`config.mk`:
```
export PLATFORM = sky130hd
export DESIGN_NAME = stp_wrapper
export DESIGN_NICKNAME = d
export VERILOG_FILES = /design/src/rtl/stp_wrapper.sv
export SDC_FILE = /design/constraint.sdc
export NUM_CORES = 1
export LEC_CHECK = 0
export ABC_AREA = 1
export ABC_CLOCK_PERIOD_IN_PS = 2750
export CORE_AREA = 2 2 307 309
export CTS_BUF_LIST = sky130_fd_sc_hd__clkbuf_4
export DETAILED_ROUTE_END_ITERATION = 8
export DIE_AREA = 0 0 309 311
export PLACE_DENSITY_LB_ADDON = 0.12
export SLEW_MARGIN = 20
export SYNTH_ARGS = -nofsm -noshare
export SYNTH_HDL_FRONTEND = slang
export SYNTH_SLANG_ARGS = --single-unit
```
`constraint.sdc`:
```
create_clock -name clk -period 2.75 [get_ports clk]
set_input_delay 0.6875 -clock clk [delete_from_list [all_inputs] [get_ports clk]]
set_output_delay 0.6875 -clock clk [all_outputs]
set_load 0.1 [all_outputs]
```
`src/rtl/stp_wrapper.sv`:
```
// -----------------------------------------------------------------------------
// stp_wrapper
//   Serial-to-parallel converter for the FFT datapath.
//   It collects NWORDS samples of WIDTH bits, one on each strobe, and presents
//   them together on a flat parallel bus. The oldest sample is at index 0 and
//   the newest sample is at index NWORDS-1.
//
// Ports
//   clk            : system clock; all logic updates on the rising edge
//   n_rst          : synchronous reset, active HIGH despite its name
//   it_cnt_strobe  : shift enable; one word is accepted on each cycle it is high
//   serial_in      : sample word; ignored while it_cnt_strobe is low
//   data_par_in    : registered parallel frame, [NWORDS-1:0][WIDTH-1:0]
//   par_valid      : registered 1-cycle pulse; a full frame has just completed
// -----------------------------------------------------------------------------
module stp_wrapper #(
  parameter int WIDTH  = 16,
  parameter int NWORDS = 48
) (
  input  logic                           clk,
  input  logic                           n_rst,
  input  logic                           it_cnt_strobe,
  input  logic [WIDTH-1:0]               serial_in,
  output logic [NWORDS-1:0][WIDTH-1:0]   data_par_in,
  output logic                           par_valid
);

  // The counter width is kept at 1 or more so that a degenerate NWORDS=1
  // build still elaborates.
  localparam int            CW       = (NWORDS > 1) ? $clog2(NWORDS) : 1;
  localparam logic [CW-1:0] CNT_LAST = CW'(NWORDS - 1);

  logic [NWORDS-1:0][WIDTH-1:0] data_q, data_d;
  logic [CW-1:0]                cnt_q,  cnt_d;
  logic                         valid_q, valid_d;

  always_comb begin
    data_d  = data_q;
    cnt_d   = cnt_q;
    valid_d = 1'b0;
    if (it_cnt_strobe) begin
      // The new word enters at the top and every other word moves down by one.
      // The word in index 0 falls off the end. When the strobe is low,
      // serial_in is never selected, so an X on that input cannot get into
      // the register.
      if (NWORDS > 1) begin
        data_d = {serial_in, data_q[NWORDS-1:1]};
      end else begin
        data_d[0] = serial_in;
      end
      if (cnt_q == CNT_LAST) begin
        cnt_d   = '0;
        valid_d = 1'b1;
      end else begin
        cnt_d   = cnt_q + 1'b1;
      end
    end
  end

  always_ff @(posedge clk) begin
    if (n_rst) begin
      data_q  <= '0;
      cnt_q   <= '0;
      valid_q <= 1'b0;
    end else begin
      data_q  <= data_d;
      cnt_q   <= cnt_d;
      valid_q <= valid_d;
    end
  end

  assign data_par_in = data_q;
  assign par_valid   = valid_q;

endmodule

```
==> results of run 1 <==
## logic make-up (layout without fill, tap and decap cells)
kind of cell / count (synthesis) / in the layout / synth area share
AOI/OAI and AO/OA: 773 / 773 / 0.1463
xor gates and xnor gates: 1 / 1 / 0.0003312
other: 0 / 5 / 0
and+or+nand+nor: 1561 / 1561 / 0.2221
adders and majority gates: 1 / 1 / 0.0004731
DFF: 775 / 775 / 0.5867
buffers and inverters: 262 / 1251 / 0.04414
## per-layer routing
layer | track usage | wire length [um]
met1 | 0.2399 | 42420
met2 | 0.3301 | 48190
met3 | 0.08854 | 9213
met4 | 0.07932 | 2976
met5 | 0 | 81
## synthesized netlist by cell type, drive strengths merged
library cell / instances
buf: 94
ha: 1
nor2: 1545
dfxtp: 775
a21oi: 2
o21ai: 771
inv: 6
nand3b: 2
nand2: 11
nand3: 2
xnor2: 1
nor3b: 1
clkbuf: 162
## per-stage QoR
| step | worst slack (ns) | cells |
|---|---|---|
| finish | 0.1602 | 5621 |
| global route | 0.0003977 | 5620 |
| CTS | 0.00002265 | 5616 |
| detailed placement | 0.4085 | 5231 |
| global placement | 0.4277 | 5231 |
| floorplan | 1.116 | 3373 |
## power breakdown
part | switching, mW | leakage, nW | internal, mW
combinational | 6.58 | 8.92 | 1.45
sequential | 0.664 | 6.41 | 11.9
clock | 4.96 | 1.70 | 5.88
total | 12.2 | 17.0 | 19.3
## final cells by class
class | count | area, um2
clock inverter | 41 | 262.8
inverter | 6 | 37.54
antenna | 5 | 12.51
clock buffer | 343 | 2575
multi-input combinational | 2336 | 9763
timing repair buffer | 861 | 6984
fill | 9886 | 56050
tap | 1254 | 1569
sequential | 775 | 15520
## how the worst min path moves through the flow
stage | start | end | cells after the start
after detailed placement | data_par_in[6] | data_par_in[6] | 2
after global placement | data_par_in[8] | data_par_in[8] | 2
after CTS | serial_in[10] | data_par_in[762] | 3
after global routing | serial_in[9] | data_par_in[761] | 3
final | serial_in[5] | data_par_in[757] | 3
after floorplan | cnt_q[4] | cnt_q[4] | 2
## worst min-delay path, cell delays in order
cell	delay, ns
clkdlybuf4s50_1	0.40
nor2_1	0.11
nor2_1	0.05
## repair_timing
item / in CTS / in global routing
resized for setup: 18 / 2
setup endpoints to repair: 17 / 2
cloned: 0 / 0
pin swaps: 0 / 0
buffers inserted: 0 / 0
hold buffers: 1 / 0
hold endpoints to repair: 25 / 0
## flip-flops by register name, indices dropped and copies added (netlist names)
| register | cells |
|---|---|
| cnt_q | 6 |
| data_par_in | 768 |
| par_valid | 1 |
==> results.md, run 1 <==
- Status: finished, final reports clean
- Final Hold Viols: 0
- Worst-path fanout max: 3
- I/O pins: 788
- Yosys cell types: 17
- Initial Util: 0.2851
- Dominant cells by area after synthesis: dfxtp_1, nor2_1, o21ai_0, clkbuf_1, buf_2
- Worst setup path class: reg2out
- Vias: approximately 25,000
- Die area: 0.09610 mm2
- RR Startpoint: cnt_q[0]
- Hpwl dp: 72,210 um
- Mapped Cells: 3,373
- Htree depth: 4
- Placed inst area: ~0.034 mm2
- Vias in the first global route: 24,052
- DR WL/cell: 18.30 um
- Detail Route Antenna Nets: 0
- Syn Nets: ~3,400
- Worst Setup End Kind: output pin
- Layout Nets: around 4,200
- CTS Sinks: 775
- R2r setup slk: 1.64 ns
- CP bufs+invs: 1
- DRT Wirelength: 102,900 um
- # Max-Cap Violations: 0
- CTS tree: built
- Worst Hold Class: in2reg
- Routability congestion estimate from global placement: approximately 0.82
- CTS max path bufs: 3
- Fraction of layout cells with a size suffix above 1: 0.2760
- Final setup viols: 0
- Power per Cell Area: between 800 and 900 mW/mm2
- Total GRT Usage: 0.2053
- Vias per Instance: 4.472
- Crit-path slowest cell: dfxtp_1
- Worst path max stage delay: approximately 0.44 ns
- Iteration count of the initial detailed-routing pass: 5
- FMAX: 386.1 MHz
- Port Buffers: between 700 and 800
- Leak: between 15 and 20 nW
- Seq cells post-synth: 775
- Worst setup SP type: flop
- Design Power: 31.48 mW
- Die Wd: 309 um
- FF-to-FF End: cnt_q[5]
- Period utilization: 0.9417
- Peak VDD IR: 0.3599 mV
- Commonest non-fill, non-tap cell in the layout: nor2_1
- Largest net degree at the start of global routing: about 150
- Slew HR: 0.5984
- Synth area leader: dfxtp_1
- Synthesized cell area: 0.02645 mm2
- Post-synthesis sequential area ratio: 0.5867
- Total grt overflow: 0
- 1st-iter DRT viols: 1,908
- Smallest hold slack: 0.1665 ns
- Die extent in y: 311 um
- Avg Cell Area, Syn: 7.840 um2
- Core box area: ~0.09 mm2
- Clock Latency Late Sink: 1.11 ns
- Most frequent cells in the layout: nor2_1, buf_4, dfxtp_1, o21ai_0, clkbuf_4
- Critical path depth: 1
- # rows: 112
- Min Tclk post-route: 2.590 ns
- Pins Over Slew Limit: 0
- YS warnings: 0
- Area Overhead vs Synth: 38.86%
- Final Skew: between 0.06 and 0.07 ns
- Delay-heaviest family, CP: flip-flops
- Worst Setup SP: data_par_in[686]
- CP Cell Sequence: buf_4
- Post-route DRC: 0
- Final Util: 0.3958
- FF-to-FF path depth: 5
- Worst EP arrival: 1.90 ns
- Top-area cell type share of the netlist area: 0.5867
- Worst-path clk slew: 0.07 ns
- End of the critical path: data_par_in[686]
- First-pass GRT wire length: 152,400 um
- RSZ-0062 raised after global routing: no
- Final Cell Area: roughly 0.037 mm2
- Tightest Pin Transition: 0.6024 ns
- CP required: 2.06 ns
- Clock root buffer: clkbuf_4
- Number of CTS-inserted buffers: between 200 and 250
- Setup TNS: 0 ns
- Initial antenna violation count: 8
No activity file was read; power rests on OpenSTA's default activity.
==> inputs of run 2 (changes only) <==
MAX_ROUTING_LAYER = met4   (was not set)
==> results.md, run 2 (same netlist as run 1, synthesis figures left out) <==
- Power per Cell Area: 857.5 mW/mm2 (was 857.4 mW/mm2)
- Routability congestion estimate from global placement: 0.8292 (was 0.8170)
- Pins Over Slew Limit: 0 (unchanged)
- Worst-path clk slew: 0.07 ns (about the same)
- Worst Hold Class: in2reg (unchanged)
- Port Buffers: 787 (unchanged)
- R2r setup slk: 1.64 ns (about the same)
- Clock root buffer: clkbuf_4 (unchanged)
- Total GRT Usage: 0.2115 (was 0.2053)
- Worst Setup End Kind: output pin (unchanged)
- Vias per Instance: 4.473 (was 4.472)
- Die Wd: 309 um (unchanged)
- Worst setup SP type: flop (unchanged)
- CP Cell Sequence: buf_4 (unchanged)
- Initial antenna violation count: 8 (unchanged)
- PnR worst setup slack: 0.1512 ns (was 0.1602 ns)
- Worst path max stage delay: 0.44 ns (about the same)
- Critical path depth: 1 (unchanged)
- Core box area: 0.09277 mm2 (unchanged)
- Design Power: 31.50 mW (was 31.48 mW)
- Period utilization: 0.9450 (was 0.9417)
- Comb pwr share: 0.255 (about the same)
- Sw power: 12.22 mW (was 12.20 mW)
- Cell internal pwr: 19.28 mW (about the same)
- Final Skew: 0.06485 ns (was 0.06568 ns)
- Clock Latency Late Sink: 1.12 ns (was 1.11 ns)
- Worst Setup SP: data_par_in[686] (unchanged)
- Smallest hold slack: 0.1516 ns (was 0.1665 ns)
- Initial Util: 0.2851 (unchanged)
- Final setup viols: 0 (unchanged)
- Sequential Power Share: 0.400 (about the same)
- Htree depth: 4 (unchanged)
- Die extent in y: 311 um (unchanged)
- I/O pins: 788 (unchanged)
- Peak VDD IR: 0.3621 mV (was 0.3599 mV)
- Vias in the first global route: 24,102 (was 24,052)
- CP required: 2.06 ns (about the same)
- # rows: 112 (unchanged)
- Fraction of layout cells with a size suffix above 1: 0.2760 (unchanged)
- Tightest Pin Transition: 0.5948 ns (was 0.6024 ns)
- Detail Route Antenna Nets: 0 (unchanged)
- CP bufs+invs: 1 (unchanged)
- Min Tclk post-route: 2.599 ns (was 2.590 ns)
- # Max-Cap Violations: 0 (unchanged)
- FF-to-FF path depth: 5 (unchanged)
- Most frequent cells in the layout: nor2_1, buf_4, dfxtp_1, o21ai_0, clkbuf_4 (unchanged)
- Layout Nets: 4,210 (unchanged)
- Fill cell count: 9,885 (was 9,886)
- Hpwl dp: 72,210 um (unchanged)
- Area Overhead vs Synth: 38.91% (was 38.86%)
- Final Util: 0.3960 (was 0.3958)
- FMAX: 384.8 MHz (was 386.1 MHz)
- Worst-path fanout max: 3 (unchanged)
- Status: finished, final reports clean (unchanged)
- Slew HR: 0.6035 (was 0.5984)
- CTS max path bufs: 3 (unchanged)
- Number of flip-flops in the largest register: 768 (unchanged)
- Commonest non-fill, non-tap cell in the layout: nor2_1 (unchanged)
- Vias: 25,172 (was 25,139)
- FF-to-FF End: cnt_q[5] (unchanged)
- Crit-path slowest cell: dfxtp_1 (unchanged)
- 1st-iter DRT viols: 1,762 (was 1,908)
- Delay-heaviest family, CP: flip-flops (unchanged)
- Iteration count of the initial detailed-routing pass: 5 (unchanged)
- First-pass GRT wire length: 152,200 um (was 152,400 um)
- DR WL/cell: 18.29 um (was 18.30 um)
- Setup TNS: 0 ns (unchanged)
- Number of CTS-inserted buffers: 210 (unchanged)
- Final Hold Viols: 0 (unchanged)
- Die area: 0.09610 mm2 (unchanged)
- CTS Sinks: 775 (unchanged)
- RR Startpoint: cnt_q[0] (unchanged)
- End of the critical path: data_par_in[686] (unchanged)
- Setup WS pre-CTS: 0.4085 ns (unchanged)
- Worst setup path class: reg2out (unchanged)
- DRT Wirelength: 103,000 um (was 102,900 um)
- Total grt overflow: 0 (unchanged)
- Post-route DRC: 0 (unchanged)
- Largest net degree at the start of global routing: 153 (unchanged)
- Switching share of power: 0.3880 (was 0.3876)
- CTS tree: built (unchanged)
- Worst EP arrival: 1.91 ns (was 1.90 ns)
- Leak: 17.02 nW (about the same)
- Clk pwr share: 0.345 (about the same)
## run 2: cell type report
| type | instances | area, um2 | area share |
|---|---|---|---|
| Inverter | 6 | 37.54 | 0.001022 |
| Timing Repair Buffer | 861 | 6980 | 0.1900 |
| Multi-Input combinational cell | 2336 | 9763 | 0.2658 |
| Antenna cell | 12 | 30.03 | 0.0008174 |
| Tap cell | 1254 | 1569 | 0.04271 |
| Clock inverter | 41 | 262.8 | 0.007153 |
| Sequential cell | 775 | 15520 | 0.4224 |
| Clock buffer | 343 | 2575 | 0.07010 |
## run 2: worst min-delay path, delay by kind of cell
family / cells / cell delay, ns
buf+inv: 1 / 0.40
simple gates: 2 / 0.16
## run 2: routing by layer
layer	global-route usage	vias up	part of all wire
met4	0.07888	0	0.030
met2	0.3300	785	0.47
met3	0.08827	170	0.090
li1	-	12634	-
met1	0.2407	11583	0.41
met5	-	-	0
## run 2: power by group through the flow
stage,clock network (mW),registers [mW],logic [mW]
6_report,10.9,12.6,8.03
5_1_grt,11.9,12.7,8.38
4_1_cts,11.2,12.6,8.08
3_5_place_dp,0,12.8,8.06
3_3_place_gp,0,12.8,8.06
2_1_floorplan,0,17.6,1.26
## run 2: how the worst min path moves through the flow
stage / start / end / slack (ns) / cells after the start
floorplan: cnt_q[4] / cnt_q[4] / 0.46 / 2
global placement: data_par_in[8] / data_par_in[8] / 0.48 / 2
detailed placement: data_par_in[6] / data_par_in[6] / 0.48 / 2
CTS: serial_in[10] / data_par_in[762] / 0.003 / 3
global route: serial_in[9] / data_par_in[761] / 0.03 / 3
finish: serial_in[5] / data_par_in[757] / 0.15 / 3
## run 2: timing repair
action / in CTS / in global routing
endpoints found under the hold margin: 25 / 0
hold buffers: 1 / 0
setup buffers: 0 / 0
setup endpoints to repair: 17 / 1
resized for setup: 18 / 1
## run 2: through the flow
| step | cells | area, um2 |
|---|---|---|
| floorplan | 3373 | 26450 |
| global placement | 5231 | 33790 |
| detailed placement | 5231 | 33790 |
| CTS | 5616 | 36700 |
| global route | 5626 | 36730 |
| finish | 5628 | 36740 |
==> inputs of run 3 (changes only) <==
REMOVE_ABC_BUFFERS = 1   (was not set)
==> results.md, run 3 (same netlist as run 1, synthesis figures left out) <==
- Status: finished, final reports clean (unchanged)
- Min-delay src: serial_in[6] (was serial_in[5])
- Number of CTS-inserted buffers: 214 (was 210)
- Worst Setup SP: data_par_in[352] (was data_par_in[686])
- FF-to-FF path depth: 5 (unchanged)
- Worst setup SP type: flop (unchanged)
- Leak: 16.85 nW (was 17.02 nW)
- Clock Latency Late Sink: 1.08 ns (was 1.12 ns)
- PnR worst setup slack: 0.1825 ns (was 0.1512 ns)
- Comb pwr share: 0.255 (about the same)
- Die extent in y: 311 um (unchanged)
- CP bufs+invs: 1 (unchanged)
- CTS Sinks: 775 (unchanged)
- Met1 Use GR: 0.2161 (was 0.2407)
- Worst-path fanout max: 3 (unchanged)
- Worst hold endpoint: data_par_in[758] (was data_par_in[757])
- Delay-heaviest family, CP: flip-flops (unchanged)
- Final Hold Viols: 0 (unchanged)
- Die Wd: 309 um (unchanged)
- Peak VDD IR: 0.3742 mV (was 0.3621 mV)
- Core box area: 0.09277 mm2 (unchanged)
- Die area: 0.09610 mm2 (unchanged)
- Switching share of power: 0.3849 (was 0.3880)
- Min Tclk post-route: 2.567 ns (was 2.599 ns)
- Final setup viols: 0 (unchanged)
- DP Cell Count: 5,206 (was 5,231)
- Period utilization: 0.9336 (was 0.9450)
- Port Buffers: 787 (unchanged)
- Worst Hold Class: in2reg (unchanged)
- CP required: 2.06 ns (about the same)
- Global Route met2 Usage: 0.3151 (was 0.3300)
- Grt peak-use layer: met2 (unchanged)
- Most frequent cells in the layout: nor2_1, buf_4, dfxtp_1, o21ai_0, clkbuf_4 (unchanged)
- DR WL/cell: 16.87 um (was 18.29 um)
- Vias per Instance: 4.469 (was 4.473)
- Worst setup path class: reg2out (unchanged)
- Vias in the first global route: 23,825 (was 24,102)
- Iteration count of the initial detailed-routing pass: 5 (unchanged)
- Total grt overflow: 0 (unchanged)
- 1st-iter DRT viols: 1,884 (was 1,762)
- Initial Util: 0.2851 (unchanged)
- Placed inst area: 0.03349 mm2 (was 0.03379 mm2)
- I/O pins: 788 (unchanged)
- Design Power: 31.24 mW (was 31.50 mW)
- Worst Setup End Kind: output pin (unchanged)
- Pins Over Slew Limit: 0 (unchanged)
- First-pass GRT wire length: 143,300 um (was 152,200 um)
- R2r setup slk: 1.65 ns (was 1.64 ns)
- Clk pwr share: 0.344 (was 0.345)
- Worst-path clk slew: 0.07 ns (about the same)
- DRT Wirelength: 94,470 um (was 103,000 um)
- Area Overhead vs Synth: 37.52% (was 38.91%)
- Total GRT Usage: 0.1946 (was 0.2115)
- Number of flip-flops in the largest register: 768 (unchanged)
- RSZ-0062 raised after global routing: no
- Detail Route Antenna Nets: 0 (unchanged)
- Hpwl dp: 63,210 um (was 72,210 um)
- Slew HR: 0.4664 (was 0.6035)
- Final Cell Area: 0.03637 mm2 (was 0.03674 mm2)
- CP Cell Sequence: buf_4 (unchanged)
- Sw power: 12.03 mW (was 12.22 mW)
- Sequential Power Share: 0.401 (was 0.400)
- Cell count of the worst hold path: 3 (unchanged)
- Vias: 25,020 (was 25,172)
- Setup WS pre-CTS: 0.3820 ns (was 0.4085 ns)
- Routability congestion estimate from global placement: 0.8054 (was 0.8292)
- Cell internal pwr: 19.22 mW (was 19.28 mW)
- Setup TNS: 0 ns (unchanged)
- Tightest Pin Transition: 0.8004 ns (was 0.5948 ns)
- Crit-path slowest cell: dfxtp_1 (unchanged)
- CTS max path bufs: 3 (unchanged)
- Commonest non-fill, non-tap cell in the layout: nor2_1 (unchanged)
- Final non-filler cell total: 5,599 (was 5,628)
- Power per Cell Area: 859.1 mW/mm2 (was 857.5 mW/mm2)
- Layout Nets: 4,189 (was 4,210)
- Initial antenna violation count: 3 (was 8)
- GR Util met3: 0.06947 (was 0.08827)
- FMAX: 389.5 MHz (was 384.8 MHz)
- Fill cell count: 9,984 (was 9,885)
- Htree depth: 4 (unchanged)
- Largest net degree at the start of global routing: 188 (was 153)
- CTS tree: built (unchanged)
- Fraction of layout cells with a size suffix above 1: 0.2709 (was 0.2760)
- FF-to-FF End: cnt_q[0] (was cnt_q[5])
- Worst path max stage delay: 0.45 ns (was 0.44 ns)
- Worst EP arrival: 1.88 ns (was 1.91 ns)
- # rows: 112 (unchanged)
- Clock root buffer: clkbuf_4 (unchanged)
- # Max-Cap Violations: 0 (unchanged)
- Final Skew: 0.06446 ns (was 0.06485 ns)
- RR Startpoint: cnt_q[0] (unchanged)
- Post-route DRC: 0 (unchanged)
## run 3: how the worst max path moves through the flow
stage | cells after the start | to | slack (ns)
2_1_floorplan | 4 | cnt_q[4] | -4.27
3_3_place_gp | 5 | data_par_in[685] | 0.40
3_5_place_dp | 5 | data_par_in[660] | 0.38
4_1_cts | 1 | data_par_in[342] | 0.003
5_1_grt | 1 | data_par_in[342] | 0.02
6_report | 1 | data_par_in[352] | 0.18
## run 3: final cells by class
type | count | area [um2] | area share
sequential | 775 | 15520 | 0.4266
multi-input combinational | 2336 | 9763 | 0.2684
timing repair buffer | 836 | 6631 | 0.1823
clock buffer | 342 | 2567 | 0.07060
tap | 1254 | 1569 | 0.04314
clock inverter | 43 | 266.5 | 0.007328
inverter | 6 | 37.54 | 0.001032
antenna | 7 | 17.52 | 0.0004816
## run 3: what timing repair did
| action | in CTS | in global routing |
|---|---|---|
| buffers inserted | 0 | 0 |
| hold buffers | 1 | 0 |
| endpoints found under the setup margin | 4 | 0 |
| resized for setup | 5 | 0 |
| endpoints found under the hold margin | 28 | 0 |
## run 3: metrics by stage
step | hold slack [ns] | utilization
final | 0.1549 | 0.3920
after global routing | 0.05985 | 0.3920
after CTS | 0.0005090 | 0.3918
after detailed placement | 0.4848 | 0.3610
after global placement | 0.4780 | 0.3610
after floorplan | 0.4568 | -
## run 3: metal layers
layer	vias up	wire length (um)
li1	12601	-
met1	11505	37970
met2	748	45930
met3	166	7630
met4	0	2936
met5	-	0
## run 3: power by group through the flow
stage,sequential [mW],clock [mW],combinational [mW]
after floorplan,17.6,0,1.41
after global placement,12.8,0,8.01
after detailed placement,12.8,0,8.01
after CTS,12.5,11.2,8.02
after global routing,12.6,11.8,8.31
final,12.5,10.8,7.96
